[config.mk]
export PLATFORM = sky130hd
export DESIGN_NAME = bcd_to_binary
export DESIGN_NICKNAME = d
export VERILOG_FILES = /design/src/rtl/bcd_pkg.sv /design/src/rtl/bcd_nibble_sub3.sv /design/src/rtl/bcd_to_binary.sv
export SDC_FILE = /design/constraint.sdc
export NUM_CORES = 1
export LEC_CHECK = 0
export BUFFER_PORTS_ARGS = -buffer_cell sky130_fd_sc_hd__buf_2
export CAP_MARGIN = 20
export CORE_UTILIZATION = 48
export CTS_CLUSTER_SIZE = 40
export DETAILED_ROUTE_END_ITERATION = 7
export PLACE_DENSITY = 0.69
export SLEW_MARGIN = 20
export SYNTH_ARGS = -nofsm -noshare
export SYNTH_HDL_FRONTEND = slang
export SYNTH_SLANG_ARGS = --single-unit
[constraint.sdc]
create_clock -name clk -period 1.8 [get_ports clk]
set_input_delay 0.09 -clock clk [delete_from_list [all_inputs] [get_ports clk]]
set_output_delay 0.09 -clock clk [all_outputs]
set_load 0.01 [all_outputs]
[src/rtl/bcd_pkg.sv]
`default_nettype none
// ============================================================================
//  Module   : bcd_pkg
//  Brief    : Shared types and constants for the BCD-to-binary converter:
//             FSM state encoding and BCD digit constants.
//  Revision : 1.0 - initial release
// ============================================================================
package bcd_pkg;

  // Width of one packed BCD digit.
  localparam int c_digit_w = 4;

  // Largest legal BCD digit value.
  localparam logic [c_digit_w-1:0] c_max_digit = 4'd9;

  // A nibble at or above this value after a right shift carries an extra
  // tens bit that must be corrected.
  localparam logic [c_digit_w-1:0] c_nib_thresh = 4'd8;
  localparam logic [c_digit_w-1:0] c_nib_adj    = 4'd3;

  // Converter FSM; one state per clock cycle.
  typedef enum logic [2:0] {
    ST_IDLE  = 3'd0,
    ST_INIT  = 3'd1,
    ST_SHIFT = 3'd2,
    ST_CHECK = 3'd3,
    ST_DONE  = 3'd4
  } state_t;

endpackage : bcd_pkg
`default_nettype wire

[src/rtl/bcd_nibble_sub3.sv]
`default_nettype none
// ============================================================================
//  Module   : bcd_nibble_sub3
//  Brief    : Combinational per-digit correction for reverse double-dabble:
//             a nibble >= 8 is reduced by 3 (4-bit, no borrow out).
//  Revision : 1.0 - initial release
// ============================================================================
module bcd_nibble_sub3
  import bcd_pkg::*;
(
  input  logic [c_digit_w-1:0] i_nib,
  output logic [c_digit_w-1:0] o_nib
);

  // Remove the excess left behind when a tens bit shifted into this digit.
  always_comb begin
    o_nib = i_nib;
    if (i_nib >= c_nib_thresh) begin
      o_nib = i_nib - c_nib_adj;
    end
  end

endmodule : bcd_nibble_sub3
`default_nettype wire

[src/rtl/bcd_to_binary.sv]
`default_nettype none
// ============================================================================
//  Module   : bcd_to_binary
//  Brief    : Sequential packed-BCD to unsigned binary converter using the
//             reverse double-dabble (shift right, subtract 3) algorithm.
//             Optional feature macro: BCD_DIGIT_CHECK_EN - flags any input
//             digit above 9 on err and finishes without converting.
//  Revision : 1.0 - initial release
// ============================================================================
module bcd_to_binary
  import bcd_pkg::*;
#(
  parameter int NUM_DIGITS = 4
) (
  input  logic                            clk,
  input  logic                            rst,     // active low
  input  logic                            start,
  input  logic [c_digit_w*NUM_DIGITS-1:0] bcdin,
  output logic [c_digit_w*NUM_DIGITS-1:0] binout,
  output logic                            busy,
  output logic                            done,
  output logic                            err
);

  localparam int c_w     = c_digit_w * NUM_DIGITS;
  localparam int c_cnt_w = $clog2(c_w + 1);
  localparam logic [c_cnt_w-1:0] c_last = c_cnt_w'(c_w);

  state_t               r_state;
  state_t               w_next;
  logic [2*c_w-1:0]     r_work;
  logic [c_cnt_w-1:0]   r_cnt;
  logic [c_w-1:0]       r_binout;
  logic                 r_done;
  logic [c_w-1:0]       w_corr;
  logic                 w_err_hold;

  // Digit corrections operate on the BCD half (upper c_w bits) of r_work.
  for (genvar g = 0; g < NUM_DIGITS; g++) begin : g_nib
    bcd_nibble_sub3 u_sub3 (
      .i_nib (r_work[c_w + g*c_digit_w +: c_digit_w]),
      .o_nib (w_corr[g*c_digit_w +: c_digit_w])
    );
  end

`ifdef BCD_DIGIT_CHECK_EN
  logic                  r_err;
  logic                  w_bad;
  logic [NUM_DIGITS-1:0] w_digit_bad;

  for (genvar g = 0; g < NUM_DIGITS; g++) begin : g_chk
    assign w_digit_bad[g] = (bcdin[g*c_digit_w +: c_digit_w] > c_max_digit);
  end

  assign w_bad      = |w_digit_bad;
  assign w_err_hold = r_err;
  assign err        = r_err;

  // Error flag: set on an invalid digit at load, cleared by the next accepted start.
  always_ff @(posedge clk or negedge rst) begin
    if (!rst) begin
      r_err <= 1'b0;
    end else if (r_state == ST_IDLE && start) begin
      r_err <= 1'b0;
    end else if (r_state == ST_INIT && w_bad) begin
      r_err <= 1'b1;
    end
  end
`else
  assign w_err_hold = 1'b0;
  assign err        = 1'b0;
`endif

  // FSM state register.
  always_ff @(posedge clk or negedge rst) begin
    if (!rst) begin
      r_state <= ST_IDLE;
    end else begin
      r_state <= w_next;
    end
  end

  // Next-state logic: load, then c_w shift/check pairs, then publish.
  always_comb begin
    w_next = r_state;
    unique case (r_state)
      ST_IDLE:  if (start) w_next = ST_INIT;
`ifdef BCD_DIGIT_CHECK_EN
      ST_INIT:  w_next = w_bad ? ST_DONE : ST_SHIFT;
`else
      ST_INIT:  w_next = ST_SHIFT;
`endif
      ST_SHIFT: w_next = ST_CHECK;
      ST_CHECK: w_next = (r_cnt == c_last) ? ST_DONE : ST_SHIFT;
      ST_DONE:  w_next = ST_IDLE;
      default:  w_next = ST_IDLE;
    endcase
  end

  // Datapath: work register, shift counter, result and completion pulse.
  always_ff @(posedge clk or negedge rst) begin
    if (!rst) begin
      r_work   <= '0;
      r_cnt    <= '0;
      r_binout <= '0;
      r_done   <= 1'b0;
    end else begin
      r_done <= 1'b0;
      unique case (r_state)
        ST_INIT: begin
          r_work <= {bcdin, {c_w{1'b0}}};
          r_cnt  <= '0;
        end
        ST_SHIFT: begin
          r_work <= r_work >> 1;
          r_cnt  <= r_cnt + 1'b1;
        end
        ST_CHECK: begin
          r_work[2*c_w-1:c_w] <= w_corr;
        end
        ST_DONE: begin
          // An aborted (invalid-digit) run keeps the previous good result.
          if (!w_err_hold) begin
            r_binout <= r_work[c_w-1:0];
          end
          r_done <= 1'b1;
          r_work <= '0;
          r_cnt  <= '0;
        end
        default: ;
      endcase
    end
  end

  assign binout = r_binout;
  assign done   = r_done;
  assign busy   = (r_state != ST_IDLE);

endmodule : bcd_to_binary
`default_nettype wire

==> summary.md, run 1 <==
| Metric | Value |
|---|---|
| Total congestion overflow | `0` |
| Critical Path Source | `r_state[0]$_DFFE_PN0P_` |
| Post-Route WL | `roughly 5700 µm` |
| Count of flip-flops with a built-in enable after synthesis | `0` |
| Dpl cells | `about 390` |
| Combinational Power Share | `0.463` |
| Initial core utilization | `0.510` |
| Root Buffer | `clkbuf_8` |
| WS Path Type | `flip-flop to flip-flop` |
| Min-Delay Path Class | `primary input to flip-flop` |
| I/O Buffers | `36` |
| Startpoint types | `flip-flop` |
| Max cap viols | `0` |
| Fin cells | `403` |
| Metal3 WL | `~290 µm` |
| Hold Crit Start | `start` |
| CTS Buf Count | `9` |
| Asr flop ratio synth | `1.00` |
| Final Max Slew Viols | `0` |
| Worst-path fanout max | `14` |
| WL met1 | `roughly 2900 µm` |
| Number of antenna violations at the first check in global routing | `0` |
| First-pass detailed-route iteration total | `4` |
| Post-Syn Instances | `around 280` |
| Crit end category | `flip-flop` |
| Synth warn | `0` |
| Required @ worst endpoint | `just over 2 ns` |
| Mapped Nets | `312` |
| Fmax | `approximately 600 MHz` |
| Internal power | `roughly 3.6 mW` |
| PD cells | `between 1500 and 2000 nW/µm²` |
| Worst r2r path cells | `3` |
| DR vias | `between 2000 and 2500` |
| Net switching power | `2.20 mW` |
| Sw Share | `0.382` |
| Clock power share | `0.166` |
| Dpl hpwl | `between 4000 and 5000 µm` |
| Total GRT Usage | `0.205` |
| Vias in the first global route | `around 2000` |
| Most common cell after layout, fill and taps aside | `dfrtp_1` |
| Ports | `38` |
| WHS | `~0.025 ns` |
| Largest net degree at the start of global routing | `36` |
| Hold path depth | `3` |
| Worst reg-to-reg setup slack | `about 0.13 ns` |
| First-pass GRT wire length | `slightly below 10000 µm` |
| Crit path time final | `between 1.5 and 2 ns` |
| CTS tree | `done` |
| Reg2reg start | `r_state[0]$_DFFE_PN0P_` |
| Status | `finished clean` |
| Post-synthesis sequential area ratio | `0.499` |
| Count of cell types in the netlist | `43` |
| Met2 wire length | `roughly 2500 µm` |
| Die area | `~6300 µm²` |
| DIE WIDTH | `around 80 µm` |
| Worst-path clk slew | `roughly 0.06 ns` |
| Top Metal Used | `met4` |
| Chip height | `79.2 µm` |
| TNS Setup | `0 ns` |
| Tightest Pin Transition | `between 0.5 and 0.6 ns` |
| Wire length per cell | `roughly 14 µm` |
| Synth-to-Final Area Change | `16.9%` |
| Ant diodes | `0` |
| Worst clock skew | `~0.0048 ns` |
| VDD IR max | `between 800 and 900 µV` |
| Placement Rows | `27` |
| Max transition margin | `0.629` |
| Vias/cell | `around 5.4` |
| Syn Area/Cell | `between 10 and 15 µm²` |
| Setup Buffers After CTS | `0` |
| # clock sinks | `57` |
| DRC | `0` |
| Sequential share of power | `0.371` |
| Top_reg_cell synth | `dfrtp_1` |
| Hold Path End | `r_state[0]$_DFFE_PN0P_` |
| Commonest non-fill, non-tap cells in the layout | `dfrtp_1 (57), nand2_1 (43), buf_2 (36), inv_1 (15), a22o_1 (15)` |
| Setup violations, final | `0` |
| RSZ-0062 raised after global routing | `no` |
| Final Hold Vio Count | `0` |
| Final Wtd Congestion | `a little over 0.8` |
| Max clock buf depth | `2` |
| Seq cells post-synth | `57` |
| Leak | `roughly 1.7 nW` |
| Layout cells sized above 1 | `0.251` |
| H-tree Lvls | `3` |
| DR iter-0 viols | `90` |
| Antenna Nets Post-Route | `0` |
| Period utilisation layout | `0.928` |
| Net count reported at finish | `about 360` |
| Area of the core | `~5600 µm²` |
| Arrival time at the worst endpoint | `approximately 1.9 ns` |
| Reg2reg end | `binout[14]$_DFFE_PN0P_` |
| Mapped cell area | `between 2000 and 3000 µm²` |
| Worst-skew pair later-pin latency | `~0.33 ns` |
how the worst max path moves through the flow:
stage	slack, ns	end	depth (start not counted)
finish	0.13	binout[14]$_DFFE_PN0P_	3
global route	0.03	r_work[16]$_DFFE_PN0P_	6
CTS	0.13	r_cnt[0]$_DFFE_PN0P_	5
detailed placement	0.13	r_cnt[0]$_DFFE_PN0P_	5
global placement	0.16	r_cnt[0]$_DFFE_PN0P_	5
floorplan	0.14	r_work[22]$_DFFE_PN0P_	4
registers in the layout, summed over array words and instances (netlist names):
signal / cells
r_work: 32
done: 1
r_state: 3
binout: 16
r_cnt: 5
synthesized netlist by cell type (3+ instances only):
master | n | area (µm²)
dfrtp_1 | 57 | 1430
o21ai_1 | 3 | 15.0
ha_1 | 10 | 125
inv_1 | 16 | 60.1
o21ai_0 | 14 | 70.1
nor2b_1 | 5 | 31.3
nand3_1 | 5 | 25.0
o21ai_2 | 3 | 26.3
a21oi_1 | 14 | 70.1
a21o_1 | 5 | 37.5
clkbuf_1 | 5 | 18.8
a22o_1 | 15 | 131
nor2_1 | 14 | 52.6
xor2_1 | 3 | 26.3
mux2_2 | 12 | 135
nand2_1 | 43 | 161
mux2i_1 | 8 | 80.1
nor3_1 | 3 | 15.0
o32ai_1 | 3 | 26.3
nand2b_1 | 4 | 25.0
buf_2 | 10 | 50.1
xnor2_1 | 5 | 43.8
area by class of cell:
cell class | instances | area, µm²
well taps | 72 | 90.1
flip-flops and latches | 57 | 1430
multi-input cells | 193 | 1300
clock inverters | 4 | 22.5
repair buffers | 51 | 308
inverters | 16 | 63.8
clock buffers | 10 | 128
fillers | 516 | 2270
cell families after synthesis:
family | synth area share
simple gates | 0.126
compound gates | 0.177
flops | 0.499
buf+inv | 0.0490
mux | 0.0792
fa+ha+maj | 0.0438
xor+xnor | 0.0245
other cells | 0.00131
worst max-delay path, stage by stage, from the launching register on:
cell	delay (ns)
dfrtp_1	0.39
or3b_1	0.60
buf_4	0.29
mux2_2	0.28
per-layer routing:
metal | vias up | track usage
li1 | 1069 | -
met1 | 1040 | 0.303
met2 | 41 | 0.287
met3 | 8 | 0.0552
met4 | 0 | 0.0709
met5 | - | 0
power groups by stage:
stage | clock, mW | sequential (mW) | combinational (mW)
2_1_floorplan | 0 | 2.04 | 2.12
3_3_place_gp | 0 | 2.14 | 2.58
3_5_place_dp | 0 | 2.15 | 2.66
4_1_cts | 0.979 | 2.14 | 2.66
5_1_grt | 1.03 | 2.20 | 3.00
6_report | 0.955 | 2.14 | 2.67
through the flow:
stage	utilization	power [mW]	area, µm²	setup slack [ns]
6_report	0.596	5.76	3340	0.130
2_1_floorplan	-	4.16	2860	0.139
4_1_cts	0.594	5.78	3330	0.131
3_5_place_dp	0.565	4.81	3170	0.131
5_1_grt	0.596	6.23	3340	0.0273
3_3_place_gp	0.565	4.72	3170	0.155
repair_timing:
action / in CTS / in global routing
endpoints found under the setup margin: 0 / 5
endpoints found under the hold margin: 22 / 0
hold buffers: 1 / 0
resized for setup: 0 / 2
Power figures use the tool's default switching activity.
==> inputs of run 2 (changes only) <==
--- a/config.mk
+++ b/config.mk
@@ -11,6 +11,7 @@
 export CTS_CLUSTER_SIZE = 40
 export DETAILED_ROUTE_END_ITERATION = 7
 export PLACE_DENSITY = 0.69
+export SKIP_CTS_REPAIR_TIMING = 1
 export SLEW_MARGIN = 20
 export SYNTH_ARGS = -nofsm -noshare
 export SYNTH_HDL_FRONTEND = slang
==> constraint.sdc (replaced) <==
create_clock -name clk -period 2.1 [get_ports clk]
set_input_delay 0.105 -clock clk [delete_from_list [all_inputs] [get_ports clk]]
set_output_delay 0.105 -clock clk [all_outputs]
set_load 0.01 [all_outputs]
==> summary.md, run 2 (synthesis results as in run 1) <==
| Metric | Value |
|---|---|
| Placement Rows | `27 (unchanged)` |
| Final Max Slew Viols | `0 (unchanged)` |
| Final Wtd Congestion | `0.839 (+1.7%)` |
| Crit path time final | `1.86 ns (+0.191 ns)` |
| Vias/cell | `5.43 (+1.4%)` |
| Crit path buf inv count | `1 (unchanged)` |
| Chip height | `79.2 µm (unchanged)` |
| Crit-path cells | `buf_4 > nand2b_1 > a21oi_1 > a21oi_2 > mux2_2` |
| Tightest Pin Transition | `0.687 ns (+0.131 ns)` |
| Worst-skew pair later-pin latency | `0.34 ns (about the same)` |
| Wire length per cell | `14.7 µm (+3.4%)` |
| Min-Delay Path Class | `primary input to flip-flop` |
| Post-Route WL | `5940 µm (+3.4%)` |
| Worst-path clk slew | `0.06 ns (about the same)` |
| PD cells | `1550 nW/µm² (-10%)` |
| Largest net degree at the start of global routing | `34 (-5.6%)` |
| CTS Buf Count | `9 (unchanged)` |
| Layout cells sized above 1 | `0.251 (unchanged)` |
| Max incr delay on CP | `0.52 ns (-0.08 ns)` |
| Largest register FFs | `32 (unchanged)` |
| Required @ worst endpoint | `2.37 ns (+0.35 ns)` |
| Vias in the first global route | `2050 (+1.9%)` |
| # clock sinks | `57 (unchanged)` |
| DR vias | `2189 (+1.4%)` |
| DRC | `0 (unchanged)` |
| Most common cell after layout, fill and taps aside | `dfrtp_1` |
| Commonest non-fill, non-tap cells in the layout | `dfrtp_1 (57), nand2_1 (43), buf_2 (36), inv_1 (16), a22o_1 (15)` |
| WHS | `0.0331 ns (+0.00780 ns)` |
| Worst clock skew | `0.00533 ns (+0.000534 ns)` |
| Root Buffer | `clkbuf_8` |
| WS Path Type | `flip-flop to flip-flop` |
| H-tree Lvls | `3 (unchanged)` |
| Top reg by flops | `r_work` |
| Period utilisation layout | `0.886 (-0.0417)` |
| DR iter-0 viols | `114 (+27%)` |
| Max cap viols | `0 (unchanged)` |
| Net count reported at finish | `355 (-0.56%)` |
| Startpoint types | `flip-flop` |
| RSZ-0062 raised after global routing | `no` |
| Final Hold Vio Count | `0 (unchanged)` |
| Dpl hpwl | `4080 µm (+0.74%)` |
| Die area | `6270 µm² (unchanged)` |
| Fmax | `537 MHz (-10%)` |
| First-pass GRT wire length | `9880 µm (+1.6%)` |
| Max transition margin | `0.542 (-0.0871)` |
| TNS Setup | `0 ns (unchanged)` |
| DIE WIDTH | `79.2 µm (unchanged)` |
| Leak | `1.74 nW (+1.9%)` |
| Crit end category | `flip-flop` |
| Worst-path fanout max | `21 (+7)` |
| Setup violations, final | `0 (unchanged)` |
| Arrival time at the worst endpoint | `2.13 ns (+0.24 ns)` |
| VDD IR max | `875 µV (+2.4%)` |
| Area of the core | `5610 µm² (unchanged)` |
| Total GRT Usage | `0.210 (+0.00499)` |
| Synth-to-Final Area Change | `18.7%` |
| I/O Buffers | `36 (unchanged)` |
| Total congestion overflow | `0 (unchanged)` |
| CP max-delay cell | `a21oi_2` |
| Status | `finished clean` |
| Antenna Nets Post-Route | `0 (unchanged)` |
| Ant diodes | `0 (unchanged)` |
| CTS tree | `done` |
| Ports | `38 (unchanged)` |
| First-pass detailed-route iteration total | `4 (unchanged)` |
| Max clock buf depth | `2 (unchanged)` |
| Initial core utilization | `0.510 (unchanged)` |
| Number of antenna violations at the first check in global routing | `0 (unchanged)` |
| CP top delay family | `compound AO/OA/AOI/OAI gates` |
[run 2: changes by cell type in the layout (fill, tap and decap cells not counted)]
cell / before / now
inv_1: 15 / 16
buf_4: 13 / 11
clkbuf_8: 9 / 10
clkinv_4: 0 / 1
clkinvlp_4: 2 / 1
inv_6: 0 / 1
a21oi_2: 0 / 1
clkbuf_1: 1 / 0
bufinv_16: 0 / 2
clkinv_2: 3 / 1
a21oi_4: 1 / 0
[run 2: path summary, 6_finish.rpt]
kind	startpoint	to	depth (start not counted)	slack, ns
worst max-delay path	r_state[2]$_DFFE_PN0P_	r_cnt[0]$_DFFE_PN0P_	5	0.24
worst min-delay path	bcdin[15]	r_work[31]$_DFFE_PN0P_	2	0.03
worst max register to register	r_state[2]$_DFFE_PN0P_	r_cnt[0]$_DFFE_PN0P_	5	0.24
worst min register to register	binout[8]$_DFFE_PN0P_	binout[8]$_DFFE_PN0P_	2	0.47
max in group asynchronous	rst	r_work[21]$_DFFE_PN0P_	3	1.21
min in group asynchronous	rst	r_work[11]$_DFFE_PN0P_	2	0.31
[run 2: layer usage]
metal / vias up / global-route usage / wire length [µm]
met5: - / 0 / 0
met4: 0 / 0.0873 / 82
met3: 7 / 0.0563 / 299
met2: 50 / 0.297 / 2600
met1: 1067 / 0.301 / 2960
li1: 1065 / - / -
[run 2: area by class of cell]
cell class	count	area, µm²
Clock buffer	10	138
Multi-Input combinational cell	193	1300
Sequential cell	57	1430
Inverter	16	60.1
Clock inverter	6	90.1
Fill cell	503	2210
Tap cell	72	90.1
Timing Repair Buffer	49	293
[run 2: per-stage QoR]
| stage | power, mW | std cells | utilization | cell area, µm² | setup slack, ns |
|---|---|---|---|---|---|
| after floorplan | 3.57 | 283 | - | 2860 | 0.439 |
| after global placement | 4.03 | 386 | 0.563 | 3160 | 0.267 |
| after detailed placement | 4.10 | 386 | 0.563 | 3160 | 0.259 |
| after CTS | 5.28 | 402 | 0.603 | 3380 | 0.241 |
| after global routing | 5.66 | 403 | 0.605 | 3390 | 0.0921 |
| final | 5.26 | 403 | 0.605 | 3390 | 0.239 |
[run 2: power breakdown]
| part | switching, mW | total, mW | internal (mW) |
|---|---|---|---|
| Sequential | 0.396 | 1.87 | 1.47 |
| Combinational | 1.09 | 2.22 | 1.13 |
| Clock | 0.464 | 1.17 | 0.704 |
==> inputs of run 3 (changes only) <==
--- a/config.mk
+++ b/config.mk
@@ -15,4 +15,5 @@
 export SLEW_MARGIN = 20
 export SYNTH_ARGS = -nofsm -noshare
 export SYNTH_HDL_FRONTEND = slang
+export SYNTH_HIERARCHICAL = 1
 export SYNTH_SLANG_ARGS = --single-unit
==> summary.md, run 3 <==
| Metric | Value |
|---|---|
| Status | `finished clean` |
| Number of antenna violations at the first check in global routing | `0 (unchanged)` |
| Largest register FFs | `32 (unchanged)` |
| Count of flip-flops with a built-in enable after synthesis | `0 (unchanged)` |
| H-tree Lvls | `3 (unchanged)` |
| Total GRT Usage | `0.200 (-0.00991)` |
| Required @ worst endpoint | `2.27 ns (-0.10 ns)` |
| Crit path time final | `1.80 ns (-0.0583 ns)` |
| First-pass detailed-route iteration total | `4 (unchanged)` |
| Count of cell types in the netlist | `40 (-7.0%)` |
| Vias in the first global route | `2046 (-0.20%)` |
| Area contributors post-synth | `dfrtp_1 (47%), mux2i_1 (5.0%), a22o_1 (4.9%), maj3_1 (4.6%), ha_1 (4.2%)` |
| Post-synthesis sequential area ratio | `0.473 (-0.0259)` |
| PD cells | `1390 nW/µm² (-10%)` |
| Seq cells post-synth | `57 (unchanged)` |
| Max cap viols | `0 (unchanged)` |
| Placement Rows | `28 (+3.7%)` |
| Mapped cell area | `3010 µm² (+5.5%)` |
| Reg2reg end | `r_work[29]$_DFFE_PN0P_` |
| Period utilisation layout | `0.858 (-0.0278)` |
| Antenna Nets Post-Route | `0 (unchanged)` |
| Wire length per cell | `15.1 µm (+2.2%)` |
| CTS tree | `done` |
| Top reg by flops | `r_work` |
| Total congestion overflow | `0 (unchanged)` |
| Max clock buf depth | `2 (unchanged)` |
| Asr flop ratio synth | `1.00 (unchanged)` |
| WS Path Type | `flip-flop to flip-flop` |
| Final worst slack | `0.298 ns (+0.0583 ns)` |
| CTS Buf Count | `9 (unchanged)` |
| Post-Syn Instances | `262 (-7.4%)` |
| Filler Cell Count | `514 (+2.2%)` |
| Die area | `6600 µm² (+5.3%)` |
| Net count reported at finish | `331 (-6.8%)` |
| Tightest Pin Transition | `0.808 ns (+0.121 ns)` |
| DP Worst Slack | `0.259 ns (-0.000556 ns)` |
| Worst-path fanout max | `16 (-24%)` |
| Hold Path End | `r_state[0]$_DFFE_PN0P_` |
| Syn Area/Cell | `11.5 µm² (+14%)` |
| Synth warn | `6 (+6)` |
| Yosys top cell by area | `dfrtp_1` |
| Most frequent cell after synthesis | `dfrtp_1` |
| VDD IR max | `601 µV (-31%)` |
| Worst-path clk slew | `0.07 ns (about the same)` |
| Hold path depth | `3 (+1)` |
| First-pass GRT wire length | `9730 µm (-1.5%)` |
| Startpoint types | `flip-flop` |
| DRC | `0 (unchanged)` |
| Post-synth top cells | `dfrtp_1 (57), inv_1 (26), a22o_1 (17), nor2_1 (17), mux2i_1 (15)` |
| Mapped Nets | `291 (-6.7%)` |
| Top_reg_cell synth | `dfrtp_1` |
| Hold Crit Start | `start` |
| Worst-skew pair later-pin latency | `0.33 ns (about the same)` |
| Share of the synthesized area in the top cell type | `0.473 (-0.0259)` |
| DR iter-0 viols | `95 (-17%)` |
| Ant diodes | `0 (unchanged)` |
| Commonest non-fill, non-tap cells in the layout | `dfrtp_1 (57), buf_2 (36), inv_1 (26), nor2_1 (17), a22o_1 (17)` |
| Initial core utilization | `0.503 (-0.00646)` |
| Min-Delay Path Class | `primary input to flip-flop` |
| Vias/cell | `5.38 (-0.96%)` |
| Chip height | `81.2 µm (+2.6%)` |
| Fmax | `555 MHz (+3.2%)` |
| Arrival time at the worst endpoint | `1.97 ns (-0.16 ns)` |
| DR vias | `2055 (-6.1%)` |
| # clock sinks | `57 (unchanged)` |
| Final Max Slew Viols | `0 (unchanged)` |
| Worst reg-to-reg setup slack | `0.30 ns (+0.06 ns)` |
| Worst clock skew | `0.00518 ns (-0.000153 ns)` |
| Final Hold Vio Count | `0 (unchanged)` |
| Dpl hpwl | `3710 µm (-9.2%)` |
| Final Wtd Congestion | `0.826 (-1.6%)` |
| Crit end category | `flip-flop` |
| Post-Route WL | `5750 µm (-3.2%)` |
| Synth-to-Final Area Change | `15.4%` |
| Leak | `1.78 nW (+2.3%)` |
| RSZ-0062 raised after global routing | `no` |
| I/O Buffers | `36 (unchanged)` |
| DIE WIDTH | `81.2 µm (+2.6%)` |
| TNS Setup | `0 ns (unchanged)` |
| Root Buffer | `clkbuf_8` |
| Setup violations, final | `0 (unchanged)` |
| Most common cell after layout, fill and taps aside | `dfrtp_1` |
| Max transition margin | `0.459 (-0.0829)` |
| Reg2reg start | `r_state[1]$_DFFE_PN0P_` |
| Ports | `38 (unchanged)` |
| Worst r2r path cells | `3 (-2)` |
| Layout cells sized above 1 | `0.267 (+0.0163)` |
| Area of the core | `5990 µm² (+6.8%)` |
| Largest net degree at the start of global routing | `37 (+8.8%)` |
run 3: metal layers:
metal / share of wire / track usage
met4: 0.021 / 0.114
met1: 0.48 / 0.267
met2: 0.46 / 0.305
met3: 0.033 / 0.0348
met5: 0 / 0
run 3: kinds of logic (layout without fill, tap and decap cells):
group	after synthesis	in the layout	share of synthesized area
DFF	57	57	0.473
AOI/OAI and AO/OA	49	49	0.148
and+or+nand+nor	47	47	0.0826
buffers and inverters	42	87	0.0627
muxes	33	33	0.117
adders and majority gates	25	25	0.0917
xor gates and xnor gates	8	8	0.0232
other	1	1	0.00124
run 3: worst max-delay path by stage:
stage,startpoint,end,slack [ns],cells after the start
after detailed placement,r_state[1]$_DFFE_PN0P_,r_work[25]$_DFFE_PN0P_,0.26,2
after global placement,r_state[1]$_DFFE_PN0P_,r_work[29]$_DFFE_PN0P_,0.32,3
after global routing,r_state[1]$_DFFE_PN0P_,r_work[24]$_DFFE_PN0P_,0.14,2
after floorplan,r_state[2]$_DFFE_PN0P_,binout[10]$_DFFE_PN0P_,0.67,4
final,r_state[1]$_DFFE_PN0P_,r_work[29]$_DFFE_PN0P_,0.30,3
after CTS,r_state[1]$_DFFE_PN0P_,r_work[25]$_DFFE_PN0P_,0.26,2
run 3: critical path, stage by stage (launching register included):
cell and delay, ns:
dfrtp_1 0.54, nor2_2 0.69, maj3_2 0.36, a221oi_1 0.04
run 3: metrics by stage:
stage,power [mW],instances,hold slack (ns),instance area (µm²),utilization
after floorplan,3.43,262,-0.191,3010,-
final,4.84,382,0.0467,3480,0.580
after global placement,3.77,365,0.126,3270,0.546
after detailed placement,3.85,365,0.133,3270,0.546
after CTS,4.90,381,-0.230,3470,0.579
after global routing,5.22,382,0.0605,3480,0.580
run 3: cell type report:
type                    instances  area (µm²)  area share
multi-input cells             163        1400       0.404
clock inverters                 5        55.1      0.0158
repair buffers                 44         255      0.0734
inverters                      27         101      0.0291
clock buffers                  11         141      0.0407
well taps                      75        93.8      0.0270
flip-flops and latches         57        1430       0.410
run 3: report_power, final:
group          internal (mW)  switching, mW
registers               1.43          0.428
logic                  0.998          0.957
clock network          0.576          0.446
